===== config.mk =====
export PLATFORM = sky130hd
export DESIGN_NAME = vs1003_bus_responder
export DESIGN_NICKNAME = d
export VERILOG_FILES = /design/src/rtl/vs1003_bus_responder.sv
export SDC_FILE = /design/constraint.sdc
export NUM_CORES = 1
export LEC_CHECK = 0
export CAP_MARGIN = 20
export CORE_UTILIZATION = 47
export CTS_CLUSTER_SIZE = 8
export DETAILED_ROUTE_END_ITERATION = 8
export SKIP_LAST_GASP = 1
export SYNTH_ARGS = -nofsm -noshare
export SYNTH_HDL_FRONTEND = slang
export SYNTH_SLANG_ARGS = --single-unit

===== constraint.sdc =====
create_clock -name CLK -period 6.9 [get_ports CLK]
set_input_delay 1.38 -clock CLK [delete_from_list [all_inputs] [get_ports CLK]]
set_output_delay 1.38 -clock CLK [all_outputs]
set_load 0.005 [all_outputs]

===== src/rtl/vs1003_bus_responder.sv =====
// vs1003_bus_responder: VS1003 SCI/SDI device-side emulation with register file and SDI byte FIFO.
// Define SCI_READ_EN to support SCI read (opcode 0x03) frames on SO.
module vs1003_bus_responder #(
    parameter int FIFO_DEPTH  = 64,
    parameter int DREQ_FREE   = 32,
    parameter int SYNC_STAGES = 2
) (
    input  logic        CLK,
    input  logic        RST,
    input  logic        XCS,
    input  logic        XDCS,
    input  logic        SCLK,
    input  logic        SI,
    input  logic        RSET,
    output logic        SO,
    output logic        DREQ,
    output logic        sci_wr_stb,
    output logic [3:0]  sci_wr_addr,
    output logic [15:0] sci_wr_data,
    output logic [15:0] sci_mode,
    output logic [15:0] sci_vol,
    input  logic        sdi_rd,
    output logic [7:0]  sdi_data,
    output logic        sdi_valid,
    output logic        sdi_empty,
    output logic        sdi_ovf
);
    localparam int AW = $clog2(FIFO_DEPTH);
    localparam logic [AW:0] FULL_CNT = (AW+1)'(FIFO_DEPTH);
    localparam logic [AW:0] DREQ_MAX = (AW+1)'(FIFO_DEPTH - DREQ_FREE);
`ifdef SCI_READ_EN
    localparam bit RD_EN = 1'b1;
`else
    localparam bit RD_EN = 1'b0;
`endif

    typedef enum logic [2:0] {S_IDLE, S_OPC, S_ADDR, S_DATA, S_DONE} state_t;

    // Stage order {RSET, SI, SCLK, XDCS, XCS}; reset to the idle bus levels.
    logic [4:0]  sync_q [SYNC_STAGES];
    logic        rset_s, si_s, sclk_s, xdcs_s, xcs_s;
    logic        sclk_p_q, xcs_p_q, xdcs_p_q;
    logic        srst, rise, fall, xcs_fall, xcs_rise, xdcs_edge;
    state_t      state_q, state_d;
    logic [3:0]  cnt_q, cnt_d;
    logic [14:0] sh_q;
    logic [7:0]  op_q, addr_q, byte_in;
    logic [15:0] word_in;
    logic        last, op_ok, wr_go;
    logic [15:0] regs_q [16];
    logic        stb_q;
    logic [3:0]  wr_addr_q;
    logic [15:0] wr_data_q;
    logic        sdi_act, push, pop, push_ok, full;
    logic [2:0]  sb_cnt_q;
    logic [6:0]  sb_sh_q;
    logic [7:0]  push_byte;
    logic [7:0]  mem_q [FIFO_DEPTH];
    logic [AW-1:0] wp_q, rp_q;
    logic [AW:0] fcnt_q;
    logic [7:0]  sdi_data_q;
    logic        sdi_valid_q, ovf_q, dreq_q;

    always_ff @(posedge CLK or negedge RST) begin
        if (!RST) begin
            for (int i = 0; i < SYNC_STAGES; i++) sync_q[i] <= 5'b10011;
            sclk_p_q <= 1'b0;
            xcs_p_q  <= 1'b1;
            xdcs_p_q <= 1'b1;
        end else begin
            sync_q[0] <= {RSET, SI, SCLK, XDCS, XCS};
            for (int i = 1; i < SYNC_STAGES; i++) sync_q[i] <= sync_q[i-1];
            sclk_p_q <= sclk_s;
            xcs_p_q  <= xcs_s;
            xdcs_p_q <= xdcs_s;
        end
    end

    assign {rset_s, si_s, sclk_s, xdcs_s, xcs_s} = sync_q[SYNC_STAGES-1];
    assign srst      = ~rset_s;
    assign rise      = sclk_s & ~sclk_p_q;
    assign fall      = ~sclk_s & sclk_p_q;
    assign xcs_fall  = xcs_p_q & ~xcs_s;
    assign xcs_rise  = ~xcs_p_q & xcs_s;
    assign xdcs_edge = xdcs_p_q ^ xdcs_s;

    assign byte_in = {sh_q[6:0], si_s};
    assign word_in = {sh_q, si_s};
    assign last    = (state_q == S_DATA) ? (cnt_q == 4'd15) : (cnt_q == 4'd7);
    assign op_ok   = (byte_in == 8'h02) || (RD_EN && byte_in == 8'h03);
    assign wr_go   = rise && last && state_q == S_DATA && op_q == 8'h02 && addr_q[7:4] == 4'd0 && !xcs_rise;

    always_comb begin
        state_d = state_q;
        cnt_d   = cnt_q;
        if (xcs_rise) begin
            state_d = S_IDLE;
            cnt_d   = 4'd0;
        end else begin
            unique case (state_q)
                S_IDLE: if (xcs_fall) begin
                    state_d = S_OPC;
                    cnt_d   = 4'd0;
                end
                S_OPC, S_ADDR, S_DATA: if (rise) begin
                    cnt_d = last ? 4'd0 : cnt_q + 4'd1;
                    if (last) state_d = (state_q == S_OPC) ? (op_ok ? S_ADDR : S_DONE) :
                                        (state_q == S_ADDR) ? S_DATA : S_DONE;
                end
                default: ;
            endcase
        end
    end

    always_ff @(posedge CLK or negedge RST) begin
        if (!RST) begin
            state_q <= S_IDLE;
            cnt_q   <= 4'd0;
        end else if (srst) begin
            state_q <= S_IDLE;
            cnt_q   <= 4'd0;
        end else begin
            state_q <= state_d;
            cnt_q   <= cnt_d;
        end
    end

    always_ff @(posedge CLK or negedge RST) begin
        if (!RST) begin
            sh_q <= '0; op_q <= '0; addr_q <= '0; stb_q <= 1'b0; wr_addr_q <= '0; wr_data_q <= '0;
            for (int i = 0; i < 16; i++) regs_q[i] <= (i == 0) ? 16'h0800 : 16'h0000;
        end else if (srst) begin
            sh_q <= '0; op_q <= '0; addr_q <= '0; stb_q <= 1'b0; wr_addr_q <= '0; wr_data_q <= '0;
            for (int i = 0; i < 16; i++) regs_q[i] <= (i == 0) ? 16'h0800 : 16'h0000;
        end else begin
            if (rise && (state_q == S_OPC || state_q == S_ADDR || state_q == S_DATA)) sh_q <= word_in[14:0];
            if (rise && last && state_q == S_OPC) op_q <= byte_in;
            if (rise && last && state_q == S_ADDR) addr_q <= byte_in;
            stb_q <= wr_go;
            if (wr_go) begin
                regs_q[addr_q[3:0]] <= word_in;
                wr_addr_q <= addr_q[3:0];
                wr_data_q <= word_in;
            end
        end
    end

`ifdef SCI_READ_EN
    logic [15:0] rd_sh_q;
    logic [4:0]  rd_cnt_q;
    logic        so_q, rd_load;
    assign rd_load = rise && last && state_q == S_ADDR && op_q == 8'h03;
    // Each SCLK fall presents the next bit; once 16 are out SO returns to 0.
    always_ff @(posedge CLK or negedge RST) begin
        if (!RST) begin
            rd_sh_q <= '0; rd_cnt_q <= '0; so_q <= 1'b0;
        end else if (srst || xcs_rise) begin
            rd_sh_q <= '0; rd_cnt_q <= '0; so_q <= 1'b0;
        end else if (rd_load) begin
            rd_sh_q  <= (byte_in[7:4] == 4'd0) ? regs_q[byte_in[3:0]] : 16'h0000;
            rd_cnt_q <= 5'd16;
        end else if (fall) begin
            so_q     <= (rd_cnt_q != 5'd0) && rd_sh_q[15];
            rd_sh_q  <= rd_sh_q << 1;
            rd_cnt_q <= rd_cnt_q - 5'(rd_cnt_q != 5'd0);
        end
    end
    assign SO = so_q;
`else
    assign SO = 1'b0;
`endif

    assign sdi_act   = ~xdcs_s & xcs_s;
    assign push      = rise && sdi_act && sb_cnt_q == 3'd7 && !xdcs_edge;
    assign push_byte = {sb_sh_q, si_s};
    assign full      = fcnt_q == FULL_CNT;
    assign pop       = sdi_rd && fcnt_q != '0;
    assign push_ok   = push && (!full || pop);

    always_ff @(posedge CLK or negedge RST) begin
        if (!RST) begin
            sb_cnt_q <= '0; sb_sh_q <= '0;
        end else if (srst || xdcs_edge) begin
            sb_cnt_q <= '0; sb_sh_q <= '0;
        end else if (rise && sdi_act) begin
            sb_cnt_q <= sb_cnt_q + 3'd1;
            sb_sh_q  <= push_byte[6:0];
        end
    end

    always_ff @(posedge CLK) begin
        if (push_ok) mem_q[wp_q] <= push_byte;
    end

    always_ff @(posedge CLK or negedge RST) begin
        if (!RST) begin
            wp_q <= '0; rp_q <= '0; fcnt_q <= '0; sdi_data_q <= '0; sdi_valid_q <= 1'b0; ovf_q <= 1'b0; dreq_q <= 1'b0;
        end else if (srst) begin
            wp_q <= '0; rp_q <= '0; fcnt_q <= '0; sdi_data_q <= '0; sdi_valid_q <= 1'b0; ovf_q <= 1'b0; dreq_q <= 1'b0;
        end else begin
            wp_q        <= wp_q + AW'(push_ok);
            rp_q        <= rp_q + AW'(pop);
            fcnt_q      <= fcnt_q + (AW+1)'(push_ok) - (AW+1)'(pop);
            sdi_valid_q <= pop;
            if (pop) sdi_data_q <= mem_q[rp_q];
            if (push && !push_ok) ovf_q <= 1'b1;
            dreq_q      <= fcnt_q <= DREQ_MAX;
        end
    end

    assign DREQ        = dreq_q;
    assign sci_wr_stb  = stb_q;
    assign sci_wr_addr = wr_addr_q;
    assign sci_wr_data = wr_data_q;
    assign sci_mode    = regs_q[0];
    assign sci_vol     = regs_q[11];
    assign sdi_data    = sdi_data_q;
    assign sdi_valid   = sdi_valid_q;
    assign sdi_empty   = fcnt_q == '0;
    assign sdi_ovf     = ovf_q;
endmodule

==> impl_metrics.yaml, run 1 <==
outcome:
  status: "finished clean"
global_route:
  grt-ovfl-total: 0
  grt_pass1_vias: 14500
  grt_util_all_layers_pct: 22.7
  grt_pass1_wl_mm: 94.2
  grt_max_degree: 94
  antenna_found_initial: 0
cells_and_area:
  final_cell_mix: "512 x edfxtp_1, 130 x nor2_1, 125 x dfrtp_1, 125 x nand2_1, 107 x mux4_2"
  drive_gt1_share_pct: 15.6
  diodes: 0
  nNetsFinal: 1640
  syn2layout_area_growth_pct: 15.2
  layout_commonest_cell: "edfxtp_1"
drt:
  vias: 13900
  drcViolationCount: 0
  wl_per_cell_um: 26.0
  first_iter_violations: 1445
  dr.pass1.iters: 5
  viasPerCell: 5.87
  wl_mm: 61.8
  ant_nets: 0
worst_setup_path:
  crit_family: "simple AND/OR/NAND/NOR gates"
  worst_setup_path_start_kind: "input port"
  crit_required_ns: 7.13
  worst-endpoint-arrival_ns: 4.16
  reg2reg_from: "sync_q[0]$_DFF_PN1_"
  r2r.worst_path.cells: 6
  crit_chain: "clkdlybuf4s50_1 > nand4b_1 > and3_1 > and2_1 > nand3_1 > nor2_1"
  crit_slowest_cell: "nor2_1"
  critPathBufInv: 1
  path_depth: 6
  cp-endpoint: "mem_q[39][1]$_DFFE_PP_"
  crit_fanout: 8
  crit_start: "sdi_rd"
  timing.rr.end: "mem_q[39][1]$_DFFE_PP_"
  rrSetupSlack_ns: 3.06
  endpoint_kind: "flop"
  worstSetupPathType: "in -> reg"
  cp_slowest_stage_delay_ns: 0.90
timing:
  hold_ws_ns: 0.344
  finalSetupTns_ns: 0
  finalCritPeriodShare_pct: 57.0
  layout_min_cycle_time_ns: 3.93
  hold_viol: 0
  setup_viol: 0
  worstMarginPinSlew_ns: 1.07
  rsz0062_at_grt: "no"
  max-slew-margin-rel_pct: 28.5
  drv_slew: 0
  skew_ns: 0.0296
  fmax_mhz: 254
floorplan:
  dieWidth_um: 237
  initial_core_util_pct: 48.0
  die-area_um2: 56400
  placementRows: 85
  num_io_pins: 74
  core-area_um2: 54200
  dieHeight_um: 237
clock_tree:
  cts_hold_buf: 0
  postCtsSetupRepairBufs: 0
  tritoncts: "yes"
  clk_latency_ns: 0.63
  clkTransAtPathRegs_ns: 0.05
  ctsResizeCount: 0
  clkSinkCount: 656
  h-tree-depth: 3
  clockBufferDepth: 3
  cts_buffers: 91
  root_buffer: "clkbuf_16"
synth:
  synth_flop_cell: "edfxtp_1"
  syn_nets: 1543
  syn_avg_cell_area_um2: 17.2
  synthCells: 1518
  yosysUniqueCellTypes: 59
  syn_area_um2: 26000
  yosys_register_bits: 656
  ys_seq_area_share_pct: 72.9
  ys_warn_count: 0
  synth-edff-count: 512
  async_flop_share_pct: 22.0
power_and_ir_drop:
  power.total_mw: 8.41
  p_leak_nw: 9.91
  peakVddDrop_v: 0.000182
  power_density_nw_per_um2: 280
placement:
  place_congestion: 0.816
  port_buffers: 72
  dp_hpwl_mm: 36.9
min_path:
  hold_path.class: "reg -> reg"
job:
  max_cap_viol_count: 0
==> worst register-to-register path, delay by kind of cell (launching register included) <==
family,cells,cell delay [ns]
AND/OR/NAND/NOR,6,2.89
flip-flops,1,0.55
==> power by group <==
group          switching (mW)  total [mW]  internal (mW)
Combinational          0.0577      0.0709         0.0132
Sequential            0.00768        4.24           4.24
Clock                    1.60        4.09           2.49
==> per-stage QoR <==
stage	util (%)	worst slack, ns	instances	cell area [um^2]
6_report	55.3	2.97	2374	30000
5_1_grt	55.3	2.83	2374	30000
4_1_cts	55.3	2.90	2373	30000
3_5_place_dp	50.5	2.29	2217	27400
3_3_place_gp	50.5	2.33	2217	27400
2_1_floorplan	-	3.67	1518	26000
==> kinds of logic after synthesis <==
family          synth area share [%]
xor+xnor                       0.437
flops                           72.9
mux                             13.4
simple gates                    6.49
other cells                   0.0144
compound gates                  4.17
fa+ha+maj                      0.846
buf+inv                         1.70
==> final cells by class <==
| class | instances | area [um^2] |
|---|---|---|
| Clock buffer | 152 | 2550 |
| Clock inverter | 4 | 63.8 |
| Tap cell | 696 | 871 |
| Sequential cell | 656 | 19000 |
| Inverter | 10 | 37.5 |
| Multi-Input combinational cell | 771 | 6620 |
| Timing Repair Buffer | 85 | 845 |
| Fill cell | 4157 | 24200 |
==> metal layers <==
layer	vias up	global-route usage, %	part of all wire, %
li1	6111	-	-
met1	7205	33.0	44
met2	532	34.8	47
met3	99	4.68	6.9
met4	0	6.90	2.5
met5	-	0	0
==> worst min-delay path by stage <==
stage                             start                    to  slack [ns]  depth (start not counted)
floorplan           sync_q[8]$_DFF_PN0_  byte_in[0]$_DFF_PN0_        0.33                          0
CTS                 sync_q[8]$_DFF_PN0_  byte_in[0]$_DFF_PN0_        0.35                          0
detailed placement  sync_q[8]$_DFF_PN0_  byte_in[0]$_DFF_PN0_        0.33                          0
global route        sync_q[9]$_DFF_PN1_      rset_s$_DFF_PN1_        0.35                          0
global placement    sync_q[8]$_DFF_PN0_  byte_in[0]$_DFF_PN0_        0.34                          0
finish              sync_q[8]$_DFF_PN0_  byte_in[0]$_DFF_PN0_        0.34                          0
==> state kept, by name, indices dropped and copies added, names as in the netlist, 8 cells and up <==
name         flops
addr_q           8
mem_q          512
op_q             8
sci_mode        16
sci_vol         16
sci_wr_data     16
sdi_data         8
sh_q            15
==> cells in the mapped netlist, drive strengths merged (2+ instances only) <==
cell type	n	share of area, %
a2111oi	5	0.17
a211o	3	0.10
a211oi	13	0.37
a21o	4	0.12
a21oi	49	0.94
a22o	9	0.30
a22oi	31	0.89
a32o	4	0.15
and2	8	0.19
buf	43	1.0
clkbuf	38	0.55
dfrtp	135	13
dfstp	9	0.91
edfxtp	512	59
ha	16	0.77
inv	10	0.14
mux2	14	0.61
mux2i	93	3.6
mux4	107	9.3
nand2	125	1.8
nand2b	9	0.22
nand3	23	0.44
nand3b	6	0.17
nand4	2	0.072
nor2	130	1.9
nor2b	17	0.41
nor3	14	0.36
nor3b	3	0.086
nor4	6	0.23
nor4b	5	0.17
o21ai	7	0.13
o21bai	3	0.086
o22ai	20	0.48
o311ai	4	0.13
o31ai	2	0.058
o41ai	5	0.17
or2	2	0.048
or3	8	0.19
or3b	2	0.067
xnor2	8	0.27
xor2	5	0.17
No activity file was read; power rests on OpenSTA's default activity.
==> inputs of run 2 (changes only) <==
==> constraint.sdc (replaced) <==
create_clock -name CLK -period 3.8 [get_ports CLK]
set_input_delay 0.76 -clock CLK [delete_from_list [all_inputs] [get_ports CLK]]
set_output_delay 0.76 -clock CLK [all_outputs]
set_load 0.005 [all_outputs]
==> impl_metrics.yaml, run 2 (synthesis results as in run 1) <==
outcome:
  status: "finished clean"
placement:
  port_buffers: 72
  place_area_um2: 28100
  dp.cells: 2317
  dp_hpwl_mm: 37.7
  place_congestion: 0.821
clock_tree:
  clkTransAtPathRegs_ns: 0.05
  clk_latency_ns: 0.62
  cts_hold_buf: 0
  root_buffer: "clkbuf_16"
  tritoncts: "yes"
  ctsResizeCount: 0
  cts_buffers: 91
  clkSinkCount: 656
  clockBufferDepth: 3
  h-tree-depth: 3
  postCtsSetupRepairBufs: 0
global_route:
  grt_util_all_layers_pct: 22.1
  grt_pass1_vias: 14400
  grt_pass1_wl_mm: 91.5
  grt_max_degree: 95
  grt-ovfl-total: 0
  antenna_found_initial: 0
drt:
  viasPerCell: 5.73
  route.met3.wl_mm: 3.56
  vias: 14100
  met2WireLength_mm: 29.4
  highest_layer: "met4"
  dr.pass1.iters: 5
  first_iter_violations: 1195
  wirelength_met1_mm: 26.3
  drcViolationCount: 0
  ant_nets: 0
  wl_mm: 60.5
  wl_per_cell_um: 24.6
floorplan:
  placementRows: 85
  dieWidth_um: 237
  die-area_um2: 56400
  core-area_um2: 54200
  dieHeight_um: 237
  initial_core_util_pct: 48.0
  num_io_pins: 74
cells_and_area:
  nNetsFinal: 1740
  top_register: "mem_q"
  largest_reg_flops: 512
  syn2layout_area_growth_pct: 17.9
  diodes: 0
  fin_cells: 2462
  final_util_pct: 56.6
  finish.instance_area_um2: 30700
  drive_gt1_share_pct: 20.4
  layout_commonest_cell: "edfxtp_1"
  final_cell_mix: "512 x edfxtp_1, 130 x nor2_1, 125 x dfrtp_1, 125 x nand2_1, 109 x buf_4"
timing:
  rsz0062_at_grt: "no"
  skew_ns: 0.0170
  fmax_mhz: 331
  setup_viol: 0
  layout_min_cycle_time_ns: 3.02
  max-slew-margin-rel_pct: 34.7
  worstMarginPinSlew_ns: 0.979
  drv_slew: 0
  hold_viol: 0
  finalSetupTns_ns: 0
  finalCritPeriodShare_pct: 79.6
worst_setup_path:
  crit_fanout: 2
  endpoint_kind: "output port"
  worst-endpoint-arrival_ns: 2.26
  worst_setup_path_start_kind: "flop"
  worstSetupPathType: "reg -> out"
  crit_required_ns: 3.04
min_path:
  hold_path.class: "in -> async"
power_and_ir_drop:
  power_density_nw_per_um2: 494
  p_leak_nw: 10.4
  peakVddDrop_v: 0.000327
job:
  max_cap_viol_count: 0
-- run 2: cell count changes in the layout (fill, tap and decap cells not counted), sizes merged --
cell / change
clkbuf: -9
clkinv: -2
buf: +100
inv: -1
-- run 2: critical path, cell delays in order (launching register included) --
cell and delay, ns:
dfrtp_1 0.38, inv_1 0.08, ha_1 0.17, nor3b_1 0.26
nand2_1 0.11, nor2_1 0.14, clkdlybuf4s50_1 0.52
-- run 2: final timing paths --
path,startpoint,endpoint,slack (ns),cells after the start
max in group asynchronous,RST,sync_q[9]$_DFF_PN1_,2.65,2
min in group CLK,sync_q[8]$_DFF_PN0_,byte_in[0]$_DFF_PN0_,0.35,0
hold / removal,RST,sci_wr_data[0]$_DFFE_PN0P_,0.21,1
setup reg to reg,sync_q[0]$_DFF_PN1_,mem_q[26][2]$_DFFE_PP_,0.80,7
setup / recovery,fcnt_q[2]$_DFF_PN0_,sdi_empty,0.78,6
hold reg to reg,sync_q[8]$_DFF_PN0_,byte_in[0]$_DFF_PN0_,0.35,0
-- run 2: final cells by class --
cell class                      instances  area, um^2
Fill cell                            4186       23500
Sequential cell                       656       19000
Multi-Input combinational cell        771        6620
Clock buffer                          143        2560
Timing Repair Buffer                  185        1620
Tap cell                              696         871
Inverter                               10        37.5
Clock inverter                          1        8.76
-- run 2: per-layer routing --
layer	up-vias	track usage, %
met4	0	7.04
met1	7313	31.2
met3	89	4.30
met2	417	34.8
met5	-	0
li1	6297	-
-- run 2: where the power goes --
| group | switching (mW) | total (mW) | internal (mW) | leakage, nW |
|---|---|---|---|---|
| clock | 2.82 | 7.35 | 4.53 | 1.23 |
| combinational | 0.103 | 0.129 | 0.0255 | 2.67 |
| sequential | 0.0133 | 7.71 | 7.69 | 6.54 |
-- run 2: stage by stage --
stage / total power [mW] / worst slack, ns / hold WS [ns]
global route: 15.6 / 0.429 / 0.288
CTS: 15.3 / 0.724 / 0.241
global placement: 7.97 / 0.547 / 0.333
finish: 15.2 / 0.775 / 0.206
detailed placement: 7.97 / 0.592 / 0.339
floorplan: 7.90 / 1.11 / 0.331
